**src/rtl/kb_event_decoder_if.sv**
```systemverilog
// Byte-in / event-out bundle between the PS/2 receiver, the decoder and its reader.
// The master side drives the received bytes and the pop/clear strobes.
// The slave side (the decoder) returns the FIFO head and the status flags.
interface kb_event_decoder_if;
  logic [7:0] rx_data;
  logic       rx_done_tick;
  logic       rd_key;
  logic       clr_ovf;
  logic [9:0] key_event;
  logic       key_empty;
  logic       key_full;
  logic       overflow;
  logic       held_valid;

  modport master (
    output rx_data, rx_done_tick, rd_key, clr_ovf,
    input  key_event, key_empty, key_full, overflow, held_valid
  );

  modport slave (
    input  rx_data, rx_done_tick, rd_key, clr_ovf,
    output key_event, key_empty, key_full, overflow, held_valid
  );
endinterface

```
**src/rtl/kb_event_decoder.sv**
```systemverilog
// Decodes PS/2 scan-code sequences (E0/F0 prefixes) into {ext,brk,code} events queued in a FWFT FIFO.
// Latency: event written on the edge sampling the final byte; visible at key_event the next cycle.
// Backpressure: none toward the receiver; an event arriving with the FIFO full is dropped and flagged.
module kb_event_decoder #(
  parameter int unsigned W_SIZE        = 2,
  parameter bit          REPORT_MAKE   = 1'b1,
  parameter bit          REPORT_BRK    = 1'b1,
  parameter bit          FILTER_REPEAT = 1'b1
) (
  input logic               clk,
  input logic               reset,
  kb_event_decoder_if.slave bus
);

  localparam int unsigned DEPTH = 1 << W_SIZE;

  localparam logic [7:0] B_E0 = 8'hE0;
  localparam logic [7:0] B_F0 = 8'hF0;

  localparam logic [1:0] S_IDLE   = 2'd0;
  localparam logic [1:0] S_E0     = 2'd1;
  localparam logic [1:0] S_F0     = 2'd2;
  localparam logic [1:0] S_E0F0   = 2'd3;

  logic [1:0]  state_q, state_d;
  logic        evt_vld;
  logic        evt_ext;
  logic        evt_brk;
  logic [7:0]  evt_code;
  logic [8:0]  evt_key;

  logic [8:0]  held_q, held_d;
  logic        held_valid_q, held_valid_d;
  logic        suppress;
  logic        rpt_en;
  logic        wr_req;

  logic [9:0]  mem_q [DEPTH];
  logic [W_SIZE:0] wr_ptr_q, wr_ptr_d;
  logic [W_SIZE:0] rd_ptr_q, rd_ptr_d;
  logic        fifo_empty;
  logic        fifo_full;
  logic        rd_en;
  logic        wr_en;
  logic        drop;
  logic        overflow_q, overflow_d;

  // Prefix tracking: both prefixes may arrive in either order and repeat freely.
  always_comb begin
    state_d  = state_q;
    evt_vld  = 1'b0;
    evt_ext  = 1'b0;
    evt_brk  = 1'b0;
    evt_code = bus.rx_data;
    if (bus.rx_done_tick) begin
      case (state_q)
        S_IDLE: begin
          if (bus.rx_data == B_E0)      state_d = S_E0;
          else if (bus.rx_data == B_F0) state_d = S_F0;
          else                          evt_vld = 1'b1;
        end
        S_E0: begin
          if (bus.rx_data == B_F0)      state_d = S_E0F0;
          else if (bus.rx_data != B_E0) begin
            evt_vld = 1'b1;
            evt_ext = 1'b1;
            state_d = S_IDLE;
          end
        end
        S_F0: begin
          if (bus.rx_data == B_E0)      state_d = S_E0F0;
          else if (bus.rx_data != B_F0) begin
            evt_vld = 1'b1;
            evt_brk = 1'b1;
            state_d = S_IDLE;
          end
        end
        default: begin
          if (bus.rx_data != B_E0 && bus.rx_data != B_F0) begin
            evt_vld = 1'b1;
            evt_ext = 1'b1;
            evt_brk = 1'b1;
            state_d = S_IDLE;
          end
        end
      endcase
    end
  end

  // Decoder state register; reset throws away any half-received prefix.
  always_ff @(posedge clk) begin
    if (reset) state_q <= S_IDLE;
    else       state_q <= state_d;
  end

  assign evt_key  = {evt_ext, evt_code};
  assign suppress = FILTER_REPEAT && !evt_brk && held_valid_q && (held_q == evt_key);
  assign rpt_en   = evt_brk ? REPORT_BRK : REPORT_MAKE;
  assign wr_req   = evt_vld && !suppress && rpt_en;

  // Held-key tracking runs even when the event class is not being reported.
  always_comb begin
    held_d       = held_q;
    held_valid_d = held_valid_q;
    if (evt_vld) begin
      if (!evt_brk && !suppress) begin
        held_d       = evt_key;
        held_valid_d = 1'b1;
      end else if (evt_brk && held_q == evt_key) begin
        held_valid_d = 1'b0;
      end
    end
  end

  // Held-key registers.
  always_ff @(posedge clk) begin
    if (reset) begin
      held_q       <= '0;
      held_valid_q <= 1'b0;
    end else begin
      held_q       <= held_d;
      held_valid_q <= held_valid_d;
    end
  end

  // Pointers carry one extra wrap bit so full and empty are distinguishable.
  assign fifo_empty = (wr_ptr_q == rd_ptr_q);
  assign fifo_full  = (wr_ptr_q[W_SIZE] != rd_ptr_q[W_SIZE]) &&
                      (wr_ptr_q[W_SIZE-1:0] == rd_ptr_q[W_SIZE-1:0]);
  assign rd_en      = bus.rd_key && !fifo_empty;
  // A same-cycle pop makes room, so a full FIFO only drops when nothing is read.
  assign wr_en      = wr_req && (!fifo_full || rd_en);
  assign drop       = wr_req && fifo_full && !rd_en;

  // Next pointer and sticky overflow values; a drop beats a clear in the same cycle.
  always_comb begin
    wr_ptr_d   = wr_ptr_q;
    rd_ptr_d   = rd_ptr_q;
    overflow_d = overflow_q;
    if (wr_en) wr_ptr_d = wr_ptr_q + 1'b1;
    if (rd_en) rd_ptr_d = rd_ptr_q + 1'b1;
    if (drop)             overflow_d = 1'b1;
    else if (bus.clr_ovf) overflow_d = 1'b0;
  end

  // FIFO pointers and overflow flag.
  always_ff @(posedge clk) begin
    if (reset) begin
      wr_ptr_q   <= '0;
      rd_ptr_q   <= '0;
      overflow_q <= 1'b0;
    end else begin
      wr_ptr_q   <= wr_ptr_d;
      rd_ptr_q   <= rd_ptr_d;
      overflow_q <= overflow_d;
    end
  end

  // Storage array; contents need no reset because the head is masked while empty.
  always_ff @(posedge clk) begin
    if (wr_en) mem_q[wr_ptr_q[W_SIZE-1:0]] <= {evt_ext, evt_brk, evt_code};
  end

  assign bus.key_event  = fifo_empty ? 10'd0 : mem_q[rd_ptr_q[W_SIZE-1:0]];
  assign bus.key_empty  = fifo_empty;
  assign bus.key_full   = fifo_full;
  assign bus.overflow   = overflow_q;
  assign bus.held_valid = held_valid_q;

endmodule

```
**src/flat_wrapper.sv**
```systemverilog
// flat-port wrapper written by rule: the top's interface ports become plain ports
module kb_event_decoder_flat 
#(
  parameter int unsigned W_SIZE        = 2,
  parameter bit          REPORT_MAKE   = 1'b1,
  parameter bit          REPORT_BRK    = 1'b1,
  parameter bit          FILTER_REPEAT = 1'b1
)
  (clk, reset, bus_rx_data, bus_rx_done_tick, bus_rd_key, bus_clr_ovf, bus_key_event, bus_key_empty, bus_key_full, bus_overflow, bus_held_valid);
  kb_event_decoder_if bus_i ();
  input logic clk;
  input logic reset;
  input wire logic [$bits(bus_i.rx_data)-1:0] bus_rx_data;
  input wire logic [$bits(bus_i.rx_done_tick)-1:0] bus_rx_done_tick;
  input wire logic [$bits(bus_i.rd_key)-1:0] bus_rd_key;
  input wire logic [$bits(bus_i.clr_ovf)-1:0] bus_clr_ovf;
  output wire logic [$bits(bus_i.key_event)-1:0] bus_key_event;
  output wire logic [$bits(bus_i.key_empty)-1:0] bus_key_empty;
  output wire logic [$bits(bus_i.key_full)-1:0] bus_key_full;
  output wire logic [$bits(bus_i.overflow)-1:0] bus_overflow;
  output wire logic [$bits(bus_i.held_valid)-1:0] bus_held_valid;
  assign bus_i.rx_data = bus_rx_data;
  assign bus_i.rx_done_tick = bus_rx_done_tick;
  assign bus_i.rd_key = bus_rd_key;
  assign bus_i.clr_ovf = bus_clr_ovf;
  assign bus_key_event = bus_i.key_event;
  assign bus_key_empty = bus_i.key_empty;
  assign bus_key_full = bus_i.key_full;
  assign bus_overflow = bus_i.overflow;
  assign bus_held_valid = bus_i.held_valid;
  kb_event_decoder #(.W_SIZE(W_SIZE), .REPORT_MAKE(REPORT_MAKE), .REPORT_BRK(REPORT_BRK), .FILTER_REPEAT(FILTER_REPEAT)) u_core (.clk(clk), .reset(reset), .bus(bus_i));
endmodule
```
**config.mk**
```make
export PLATFORM = sky130hd
export DESIGN_NAME = kb_event_decoder_flat
export DESIGN_NICKNAME = d
export VERILOG_FILES = /design/src/rtl/kb_event_decoder_if.sv /design/src/rtl/kb_event_decoder.sv /design/src/flat_wrapper.sv
export SDC_FILE = /design/constraint.sdc
export NUM_CORES = 1
export LEC_CHECK = 0
export BUFFER_PORTS_ARGS = -buffer_cell sky130_fd_sc_hd__buf_2
export CORE_UTILIZATION = 40
export DETAILED_ROUTE_END_ITERATION = 16
export PLACE_DENSITY = 0.62
export SYNTH_ARGS = -nofsm -noshare
export SYNTH_HDL_FRONTEND = slang
export SYNTH_SLANG_ARGS = --single-unit
```
**constraint.sdc**
```tcl
create_clock -name clk -period 2 [get_ports clk]
set_clock_uncertainty 0.2 [all_clocks]
set_input_delay 0.1 -clock clk [delete_from_list [all_inputs] [get_ports clk]]
set_output_delay 0.1 -clock clk [all_outputs]
set_load 0.02 [all_outputs]
```
==> results.yml <==
synth:
  synth_top_area_share_pct: 44.86
  synth-seq-cells: 61
  synth_compound_area_share_pct: 1.729
  synth_top_family_by_area: "simple AND/OR/NAND/NOR gates"
  ys_types: 33
  yosys.area_share.simple_pct: 15.56
  synthDominantAreaCellType: "edfxtp_1"
  synth_cells: 184
  synth-xor-area-share_pct: 4.579
  yosys_warnings: 0
  synth_area_per_cell_um2: 14.55
  syn_nets: 202
  syn_area_mm2: 0.002678
  muxShareOfSynthArea_pct: 13.50
  yosysSeqAreaShare_pct: 60.56
  synth_fa_ha_area_share_pct: 2.336
  synth.area.top_cells: "edfxtp_1, dfxtp_1, mux4_2"
power_and_ir_drop:
  switching_share_pct: 26.81
  p_clk_share_pct: 32.5
  powerDensity_mw_per_mm2: 975.2
  internal_power_mw: 2.377
  p_comb_share_pct: 22.2
  pwr-share-seq_pct: 45.3
  peakVddDrop_uv: 429.1
  switchingPower_mw: 0.8709
  p_leak_nw: 1.253
flow_run:
  drv_cap: 0
hold_path:
  min_path_type: "input port to flop"
  hold_start: "bus_rx_data[3]"
  min_path_cells: 4
  holdPathEnd: "u_core.state_q[1]$_SDFFE_PP0P_"
cts:
  clockBufferDepth: 2
  htreeDepth: 3
  numClockSinks: 61
  clock_latency_ns: 0.33
  root_buffer: "clkbuf_8"
  cts_tree: "done"
  clk_pin_slew_worst_paths_ns: 0.06
  numCtsBuffers: 9
worst_setup_path:
  critPathKind: "flop to output port"
  r2r_cells: 5
  crit_required_ns: 1.70
  crit_path_max_incr_delay_ns: 0.33
  cp.buffers_inverters: 2
  critical_path.startpoint_type: "flop"
  cp_slowest_cell: "dfxtp_1"
  r2r_start: "u_core.state_q[0]$_SDFFE_PP0P_"
  arrival_ns: 1.62
  critPathMaxFanout: 11
  r2r_end: "u_core.mem_q[2][6]$_DFFE_PP_"
  worstPathCellList: "xnor2_1 -> and3b_1 -> buf_4 -> nor2b_1 -> buf_2"
  critPathTopFamily: "buffers and inverters"
  crit_path_end_kind: "output port"
  r2r_setup_slack_ns: 0.11
routing:
  viasPerCell: 4.888
  drt_pass1_iterations: 10
  ant_nets: 0
  wirelength_um: 5072
  drc: 3
  dr_total_vias: 1564
  drt-initial-drc-count: 96
  post_drt_wl_per_cell_um: 15.85
final_layout:
  fin_nets: 256
  layout_commonest_cell: "edfxtp_1"
  final_cell_mix: "edfxtp_1, buf_2, nand2b_1, dfxtp_1, dlygate4sd3_1"
  diodes: 0
  area_growth_pct: 24.39
  drive_gt1_share_pct: 31.28
  stdcell_count: 320
placed_design:
  dp_hpwl_um: 3244
  gp_congestion: 0.7167
  io_buffers: 26
  placed_cells: 290
sta:
  fin_crit_ns: 1.920
  relSlewSlack_pct: 69.38
  worst_pin_slew_ns: 0.4594
  fin_crit_sh_pct: 95.99
  clock.fmax_mhz: 520.9
  setup_viol_count_final: 0
  drv_slew: 0
  rsz0062_at_grt: "false"
  setup_tns_ns: 0
  hold_viol_final: 0
die:
  die_height_um: 83.82
  pin_count: 27
  std_cell_rows: 29
  initial_core_util_pct: 41.69
  dieArea_mm2: 0.007025
  core_area_mm2: 0.006422
  die_w_um: 83.82
grt:
  grt-ovfl-total: 0
  grt_pass1_wl_um: 8100
  grt_max_degree: 33
  antenna_found_initial: 0
  grt_usage_pct: 15.77
  grt_pass1_vias: 1593
outcome:
  violations: "DRC"
  status: "finished, violations left"
-- Yosys cell counts (all sizes together) --
master	count
and2	5
and3	1
mux2i	11
nor2	8
dfxtp	21
xor2	3
o41a	1
inv	3
xnor2	11
or3b	1
nand4b	3
a21oi	5
clkbuf	5
a21bo	1
ha	5
nand3b	1
mux4	10
and3b	1
nor2b	11
nor4	2
or2b	1
mux2	2
edfxtp	40
nor3	2
nor3b	1
nand2	4
nand2b	22
buf	2
nand3	1
-- metal layers --
metal	vias up	wire [µm]	track usage, %
met4	0	50	5.172
met2	25	2425	24.81
met5	-	0	0
met3	6	159	5.539
met1	761	2437	20.37
li1	772	-	-
-- cell families (layout without fill, tap and decap cells) --
group / count (synthesis) / in the layout
AOI/OAI and AO/OA: 7 / 7
and+or+nand+nor: 64 / 64
buffers and inverters: 10 / 69
adders and majority gates: 5 / 5
xor gates and xnor gates: 14 / 14
DFF: 61 / 61
muxes: 23 / 23
-- registers in the layout, summed over array words and instances (netlist names), named ones only --
name and count:
u_core.wr_ptr_q 3, u_core.mem_q 40, u_core.bus.overflow 1, u_core.rd_ptr_q 3, u_core.held_q 9, u_core.state_q 2, u_core.bus.held_valid 1
-- stage by stage --
step | instance area (µm²) | utilization [%] | setup WS [ns] | power (mW) | hold slack [ns]
after floorplan | 2678 | - | 0.09916 | 1.939 | -0.001131
after global placement | 2944 | 45.84 | 0.05704 | 2.138 | 0.1686
after detailed placement | 2944 | 45.84 | 0.02445 | 2.148 | 0.1819
after CTS | 3272 | 50.94 | 0.002784 | 3.233 | 0.1060
after global routing | 3331 | 51.86 | 0.007927 | 3.404 | 0.1241
final | 3331 | 51.86 | 0.08027 | 3.248 | 0.1169
-- tightest hold or removal path, cell delays in order --
cell	delay [ns]
buf_2	0.12
o41a_1	0.18
buf_4	0.15
nor3_1	0.05
-- worst max path at each step --
| stage | cells past startpoint | start | slack, ns | to |
|---|---|---|---|---|
| finish | 5 | u_core.rd_ptr_q[1]$_SDFFE_PP0P_ | 0.08 | bus_key_event[1] |
| floorplan | 5 | u_core.wr_ptr_q[0]$_SDFFE_PP0N_ | 0.1 | u_core.wr_ptr_q[2]$_SDFFE_PP0N_ |
| global route | 5 | u_core.state_q[0]$_SDFFE_PP0P_ | 0.008 | u_core.mem_q[2][3]$_DFFE_PP_ |
| detailed placement | 5 | u_core.state_q[0]$_SDFFE_PP0P_ | 0.02 | u_core.mem_q[2][3]$_DFFE_PP_ |
| CTS | 4 | flop | 0.003 | bus_key_event[7] |
| global placement | 5 | u_core.state_q[0]$_SDFFE_PP0P_ | 0.06 | u_core.mem_q[1][2]$_DFFE_PP_ |
-- power groups by stage --
stage | registers, mW | logic, mW | clock network (mW)
6_report | 1.47 | 0.721 | 1.05
5_1_grt | 1.48 | 0.783 | 1.14
2_1_floorplan | 1.47 | 0.467 | 0
3_5_place_dp | 1.49 | 0.661 | 0
4_1_cts | 1.46 | 0.690 | 1.08
3_3_place_gp | 1.48 | 0.654 | 0
-- area by class of cell --
class | instances | area (µm²)
Fill cell | 536 | 3092
Sequential cell | 61 | 1629
Multi-Input combinational cell | 113 | 1028
Timing Repair Buffer | 50 | 372.9
Clock buffer | 11 | 141.4
Tap cell | 77 | 96.34
Clock inverter | 5 | 51.30
Inverter | 3 | 11.26
-- repair_timing --
item                                    4_1_cts  5_1_grt
hold endpoints to repair                     45        0
endpoints found under the setup margin       10       40
gates cloned                                  0        1
pin swaps                                     0        1
gates resized for setup                       2       11
setup buffers                                 0        0
hold buffers                                 13        0
No activity file was read; power rests on OpenSTA's default activity.
